===== src/rtl/branch_resolve_unit.sv =====
// Resolves executed branches/jumps, drives predictor update, fetch redirect, and perf counters.
// Latency: every output for an accepted resolution appears one cycle after the accepting edge.
// Backpressure: freeze blocks acceptance and stalls the wrong-path squash countdown; no ready output.
module branch_resolve_unit #(
   parameter int WORD_W        = 32,
   parameter int SHADOW_CYCLES = 2,
   parameter int CNT_W         = 32
) (
   input  logic              CLK,
   input  logic              nRST,
   input  logic              ex_valid,
   input  logic              ex_is_jump,
   input  logic [WORD_W-1:0] ex_pc,
   input  logic [WORD_W-1:0] ex_target,
   input  logic              ex_taken,
   input  logic              ex_pred_taken,
   input  logic [WORD_W-1:0] ex_pred_pc,
   input  logic              freeze,
   output logic              update_btb,
   output logic              branch_outcome,
   output logic              predicted_outcome,
   output logic [WORD_W-1:0] update_pc,
   output logic [WORD_W-1:0] branch_target,
   output logic              misprediction,
   output logic [WORD_W-1:0] correct_pc,
   output logic [CNT_W-1:0]  branch_cnt,
   output logic [CNT_W-1:0]  mispred_cnt
);

   typedef enum logic {ST_RUN = 1'b0, ST_SHADOW = 1'b1} state_t;

   localparam logic [3:0] SHADOW_LOAD = 4'(SHADOW_CYCLES);

   state_t            r_state;
   state_t            w_state_nxt;
   logic [3:0]        r_shadow_cnt;
   logic [3:0]        w_shadow_cnt_nxt;

   logic              w_accept;
   logic              w_actual_taken;
   logic [WORD_W-1:0] w_seq_pc;
   logic [WORD_W-1:0] w_actual_next;
   logic              w_mispredict;

   // Wrong-path instructions following a redirect are squashed while in SHADOW.
   assign w_accept       = ex_valid && !freeze && (r_state == ST_RUN);
   assign w_actual_taken = ex_is_jump | ex_taken;
   // Sequential PC wraps naturally at the bus width.
   assign w_seq_pc       = ex_pc + WORD_W'(4);
   assign w_actual_next  = w_actual_taken ? ex_target : w_seq_pc;
   // A right direction with a wrong target still fetched the wrong path.
   assign w_mispredict   = (w_actual_next != ex_pred_pc);

   // State and squash-window counter registers.
   always_ff @(posedge CLK or negedge nRST) begin
      if (!nRST) begin
         r_state      <= ST_RUN;
         r_shadow_cnt <= 4'd0;
      end else begin
         r_state      <= w_state_nxt;
         r_shadow_cnt <= w_shadow_cnt_nxt;
      end
   end

   // Next-state: enter SHADOW on an accepted mispredict, leave when the countdown hits zero.
   always_comb begin
      w_state_nxt      = r_state;
      w_shadow_cnt_nxt = r_shadow_cnt;
      case (r_state)
         ST_RUN: begin
            if (w_accept && w_mispredict) begin
               w_state_nxt      = ST_SHADOW;
               w_shadow_cnt_nxt = SHADOW_LOAD;
            end
         end
         ST_SHADOW: begin
            if (!freeze) begin
               w_shadow_cnt_nxt = r_shadow_cnt - 4'd1;
               if (r_shadow_cnt == 4'd1) begin
                  w_state_nxt = ST_RUN;
               end
            end
         end
         default: begin
            w_state_nxt      = ST_RUN;
            w_shadow_cnt_nxt = 4'd0;
         end
      endcase
   end

   // Pulses are plain registered accept terms, so freeze cannot stretch them.
   always_ff @(posedge CLK or negedge nRST) begin
      if (!nRST) begin
         update_btb    <= 1'b0;
         misprediction <= 1'b0;
      end else begin
         update_btb    <= w_accept;
         misprediction <= w_accept && w_mispredict;
      end
   end

   // Payload registers hold their last loaded value between pulses.
   always_ff @(posedge CLK or negedge nRST) begin
      if (!nRST) begin
         branch_outcome    <= 1'b0;
         predicted_outcome <= 1'b0;
         update_pc         <= '0;
         branch_target     <= '0;
         correct_pc        <= '0;
      end else if (w_accept) begin
         branch_outcome    <= w_actual_taken;
         predicted_outcome <= ex_pred_taken;
         update_pc         <= ex_pc;
         branch_target     <= ex_target;
         correct_pc        <= w_actual_next;
      end
   end

   // Saturating performance counters.
   always_ff @(posedge CLK or negedge nRST) begin
      if (!nRST) begin
         branch_cnt  <= '0;
         mispred_cnt <= '0;
      end else begin
         if (w_accept && (branch_cnt != '1)) begin
            branch_cnt <= branch_cnt + CNT_W'(1);
         end
         if (w_accept && w_mispredict && (mispred_cnt != '1)) begin
            mispred_cnt <= mispred_cnt + CNT_W'(1);
         end
      end
   end

endmodule


===== config.mk =====
export PLATFORM = sky130hd
export DESIGN_NAME = branch_resolve_unit
export DESIGN_NICKNAME = d
export VERILOG_FILES = /design/src/rtl/branch_resolve_unit.sv
export SDC_FILE = /design/constraint.sdc
export NUM_CORES = 1
export LEC_CHECK = 0
export ABC_AREA = 1
export ABC_CLOCK_PERIOD_IN_PS = 2000
export CELL_PAD_IN_SITES_DETAIL_PLACEMENT = 2
export CELL_PAD_IN_SITES_GLOBAL_PLACEMENT = 2
export CORE_AREA = 4 4 204 206
export DETAILED_ROUTE_END_ITERATION = 10
export DIE_AREA = 0 0 208 210
export PLACE_DENSITY_LB_ADDON = 0.1
export SYNTH_ARGS = -nofsm -noshare
export SYNTH_HDL_FRONTEND = slang
export SYNTH_SLANG_ARGS = --single-unit

===== constraint.sdc =====
create_clock -name CLK -period 2 [get_ports CLK]
set_input_delay 0.6 -clock CLK [delete_from_list [all_inputs] [get_ports CLK]]
set_output_delay 0.6 -clock CLK [all_outputs]
set_load 0.005 [all_outputs]

# Yosys cells after proc, flatten, opt, wreduce, memory -nomap -nowiden

Cells that the tools add are included.

Equal/unequal tests: 6
Reduce and logical (&&, ||, !) cells: 7
Bitwise operators: 2
Multiplexer cells: 8
Add/subtract/negate cells: 4

Operators with widths:

| cell                                                   | count |
|---|---|
| adder 32 x 1 -> 32 bit (second input constant)         | 2 |
| inequality test 32 bit (second input constant)         | 2 |
| adder 32 x 3 -> 32 bit (second input constant)         | 1 |
| two-way mux 32 bit                                     | 1 |
| inequality test 32 bit                                 | 1 |
| two-way mux 4 bit                                      | 2 |
| one-hot mux 4 bit (2 select lines)                     | 1 |
| logical AND 1 bit                                      | 5 |
| equality test 4 x 1 -> 1 bit (second input constant)   | 1 |
| subtractor 4 x 1 -> 4 bit (second input constant)      | 1 |
| two-way mux 1 bit                                      | 3 |
| inequality test 2 x 1 -> 1 bit (second input constant) | 1 |
| inequality test 2 bit (second input constant)          | 1 |
| one-hot mux 1 bit (2 select lines)                     | 1 |
| AND reduction 2 bit                                    | 1 |
| logical NOT 1 bit                                      | 1 |
| NOT 1 bit                                              | 1 |
| bitwise OR 1 bit                                       | 1 |

Input port bits: 103
Word-level logic and storage cells: 38
Flip-flop bits (word level): 169

# Depth between registers and ports, before layout

Depth after elaboration: 6
Gate-level depth with buffers: 20
Depth with buffers taken out: 20

# Worst setup path after synthesis

Ideal clock, no wire load.

Path type: input-to-reg
Start: input ex_pc[2]
End: register mispred_cnt[22]
Cell stages on the path: 17
Library setup time: 0.117 ns
Arrival: 2.279 ns
Slack: -0.397 ns
Cell sequence: ha_1 nand2_2 nor2_4 nand2_4 nor2_4 nand3_1 nand3_1 nand2_1 nand2_1 nand2_1 nor2_1 nand2_1 nor2_1 nand3_2 buf_2 nand4_1 nand2_1

Longest elaborated chain between the ends: 5

Ends and longest elaborated chain:

| item                           | RTL line | text |
|---|---|---|
| start, declared                | 13       | `input logic [WORD_W-1:0] ex_pc,` |
| adder 32 x 3 -> 32 bit         | 49       | `assign w_seq_pc = ex_pc + WORD_W'(4);` |
| two-way mux 32 bit             | 50       | `assign w_actual_next = w_actual_taken ? ex_target : w_seq_pc;` |
| inequality test 32 bit         | 52       | `assign w_mispredict = (w_actual_next != ex_pred_pc);` |
| logical AND 1 bit (2 in a row) | 128      | `if (w_accept && w_mispredict && (mispred_cnt != '1)) begin` |
| end signal, assigned           | 129      | `mispred_cnt <= mispred_cnt + CNT_W'(1);` |
| end, declared                  | 27       | `output logic [CNT_W-1:0] mispred_cnt` |

No other way between the ends.
A chain may end at the register's enable or synchronous reset.

# Worst setup path in the final report

Start: input ex_pc[12]
End: register mispred_cnt[21]

The elaborated chain is that of the path after synthesis.

==> reports/metrics.yaml <==
cts_sinks: 169
irDropWorstVdd_mv: 0.590
grt_start_max_net_pins: 90
finalHoldViolCount: 0
dieArea_um2: 43700
rsz0062_at_grt: "yes"
setup-violations-final: 69
synth.top_cell.area_share_pct: 44.6
insertion_delay_ns: 0.44
clk_pin_slew_worst_paths_ns: 0.07
cts_tree: "done"
r2r_end: "mispred_cnt[8]"
num_io_pins: 267
p_per_area_nw_per_um2: 879
drt_iter0_drc: 354
yosysUniqueCellTypes: 30
coreArea_um2: 39600
first_pass_iters: 5
synth_most_common_cell: "nand2_1"
drive_gt1_share_pct: 29.0
htreeDepth: 4
rows: 73
synth.area.top_cells: "dfrtp_1 45%, nand2_1 19%, o21ai_0 5.0%"
num_vias: 11000
die_h_um: 210
fmax_mhz: 391
antenna_found_initial: 5
power.leakage_nw: 8.41
drv_slew: 0
dpl.hpwl_mm: 35.6
grt_pass1_vias: 12300
p_clk_share_pct: 24.2
drv_cap: 0
wl_per_cell_um: 21.0
hold_slack_ns: 0.0834
r2r_start: "mispred_cnt[0]"
hold_class: "in2async"
cts-root-buf: "clkbuf_16"
reg2reg_slack_ns: -0.47
power_switching_mw: 4.86
start_util_pct: 23.9
track_usage_pct: 21.3
crit_fanout: 7
grt_pass1_wl_mm: 73.3
antenna_left: 0
ys_seq_area_share_pct: 44.6
place_congestion: 0.826
synth_top_cell_by_area: "dfrtp_1"
period_minus_slack_ns: 2.55
max_slew_margin_pct: 64.8
synthesis.area_um2: 9480
fin_ws_ns: -0.554
synth_fp_nets: 1404
die_x_um: 208
critPathLaunch: "ex_pc[12]"
synth-edff-count: 0
synthArstFlopShare_pct: 100
critical_path_class: "in2reg"
comb_power_share_pct: 39.6
crit_path_end_kind: "flop"
worst_pin_slew_ns: 0.523
synth_common_cells: "486 x nand2_1, 169 x dfrtp_1, 123 x inv_1"
fin_nets: 1945
clockBufferDepth: 2
p_seq_share_pct: 36.2
yosysWarnings: 0
r2r_cells: 11
syn_area_per_cell_um2: 7.32
synthFlopType: "dfrtp_1"
period_share_pct: 128
crit_end: "mispred_cnt[21]"
violations: "negative setup slack"
finalWirelength_mm: 49.9
overflow: 0
p_total_mw: 14.6
p_int_mw: 9.69
drc: 0
ys_ff_latch: 169
skew_ns: 0.00991
swShare_pct: 33.4
vias_per_cell: 4.62
critPathRequiredTime_ns: 2.37
synth_cells: 1296
status: "finished with violations"
post-route-util_pct: 41.8
port_buffers: 266
arrival_ns: 2.93
worstSetupStartpointType: "primary input"
syn_to_final_growth_pct: 74.7
numCtsBuffers: 17
[how the worst min path moves through the flow]
stage                                    to  slack [ns]  cells past startpoint
final                            update_btb        0.08                      1
after global routing             update_btb        0.08                      1
after CTS                      update_pc[4]        0.07                      1
after detailed placement  branch_target[26]        0.47                      2
after global placement     branch_target[6]        0.46                      2
after floorplan               branch_cnt[0]        0.30                      0
[cell type report]
class	instances	area, µm²
fill	4535	23100
inverter	126	478
timing repair buffer	562	5200
clock inverter	7	118
clock buffer	24	472
antenna	4	10.0
sequential	169	4250
multi-input combinational	961	5380
tap	525	657
[layout by cell type (no fill, tap or decap), drive strengths merged]
cell / instances
xnor2: 21
and2: 1
diode: 4
buf: 303
inv: 126
clkbuf: 33
clkdlybuf4s15: 8
dfrtp: 169
nor4: 13
ha: 5
dlygate4sd2: 51
a31oi: 5
o21ai: 95
clkdlybuf4s50: 166
a2bb2oi: 1
bufinv: 3
clkinv: 4
nor3: 27
xor2: 49
nand3: 70
nand4: 45
nor4b: 2
nor2: 115
dlymetal6s2s: 25
nand3b: 17
nand2: 492
nor3b: 3
[power by group through the flow]
stage / Sequential (mW) / Combinational, mW / Clock, mW
after floorplan: 5.30 / 1.54 / 0
after global placement: 5.27 / 5.32 / 0
after detailed placement: 5.32 / 5.45 / 0
after CTS: 5.26 / 5.62 / 3.63
after global routing: 5.42 / 6.34 / 3.77
final: 5.27 / 5.77 / 3.52
[worst max-delay path, stage by stage]
cell             delay [ns]
clkdlybuf4s15_2        0.26
nand2_4                0.09
nor2_4                 0.13
inv_1                  0.08
nor2_4                 0.15
buf_4                  0.12
nand3_1                0.09
nand2_2                0.14
nand2_2                0.09
nand3b_1               0.09
nand2_1                0.07
nor2_1                 0.13
nand2_1                0.11
nor2_4                 0.15
nand3_4                0.14
nand3_4                0.18
clkbuf_16              0.20
nand2_1                0.05
nand2_1                0.05
[logic make-up after synthesis]
logic type	share of synthesized area, %
XOR/XNOR	6.47
AND/OR/NAND/NOR	36.0
buffers and inverters	6.88
flip-flops	44.6
AO/OA/AOI/OAI	5.44
adder cells (fa/ha/maj)	0.660
[sequential cells by signal (all words and copies together) (netlist names)]
name               cells
predicted_outcome      1
mispred_cnt           32
update_btb             1
r_state                1
branch_outcome         1
update_pc             32
misprediction          1
r_shadow_cnt           4
correct_pc            32
branch_cnt            32
branch_target         32
[routing by layer]
metal,track usage (%),share of wire [%],wire length (µm)
met3,4.27,3.8,1900
met2,39.2,52,26000
met1,26.1,42,21100
met4,4.14,1.8,902
met5,0,0.054,27
[through the flow]
stage | cell area [µm²] | setup WS [ns] | setup TNS, ns | std cells
2_1_floorplan | 9590 | -0.384 | -13.77 | 1296
3_3_place_gp | 14500 | -1.51 | -82.00 | 2262
3_5_place_dp | 14500 | -1.62 | -89.50 | 2262
4_1_cts | 15900 | -0.486 | -18.42 | 2353
5_1_grt | 16600 | -0.681 | -33.85 | 2377
6_report | 16600 | -0.554 | -26.02 | 2378
[what timing repair did]
action / CTS / global route
setup endpoints to repair: 141 / 103
cloned: 2 / 1
gates resized for setup: 248 / 164
hold buffers: 0 / 0
buffers inserted: 61 / 33
pin swaps: 54 / 48
Note: power is estimated with default switching activity, not from simulation.
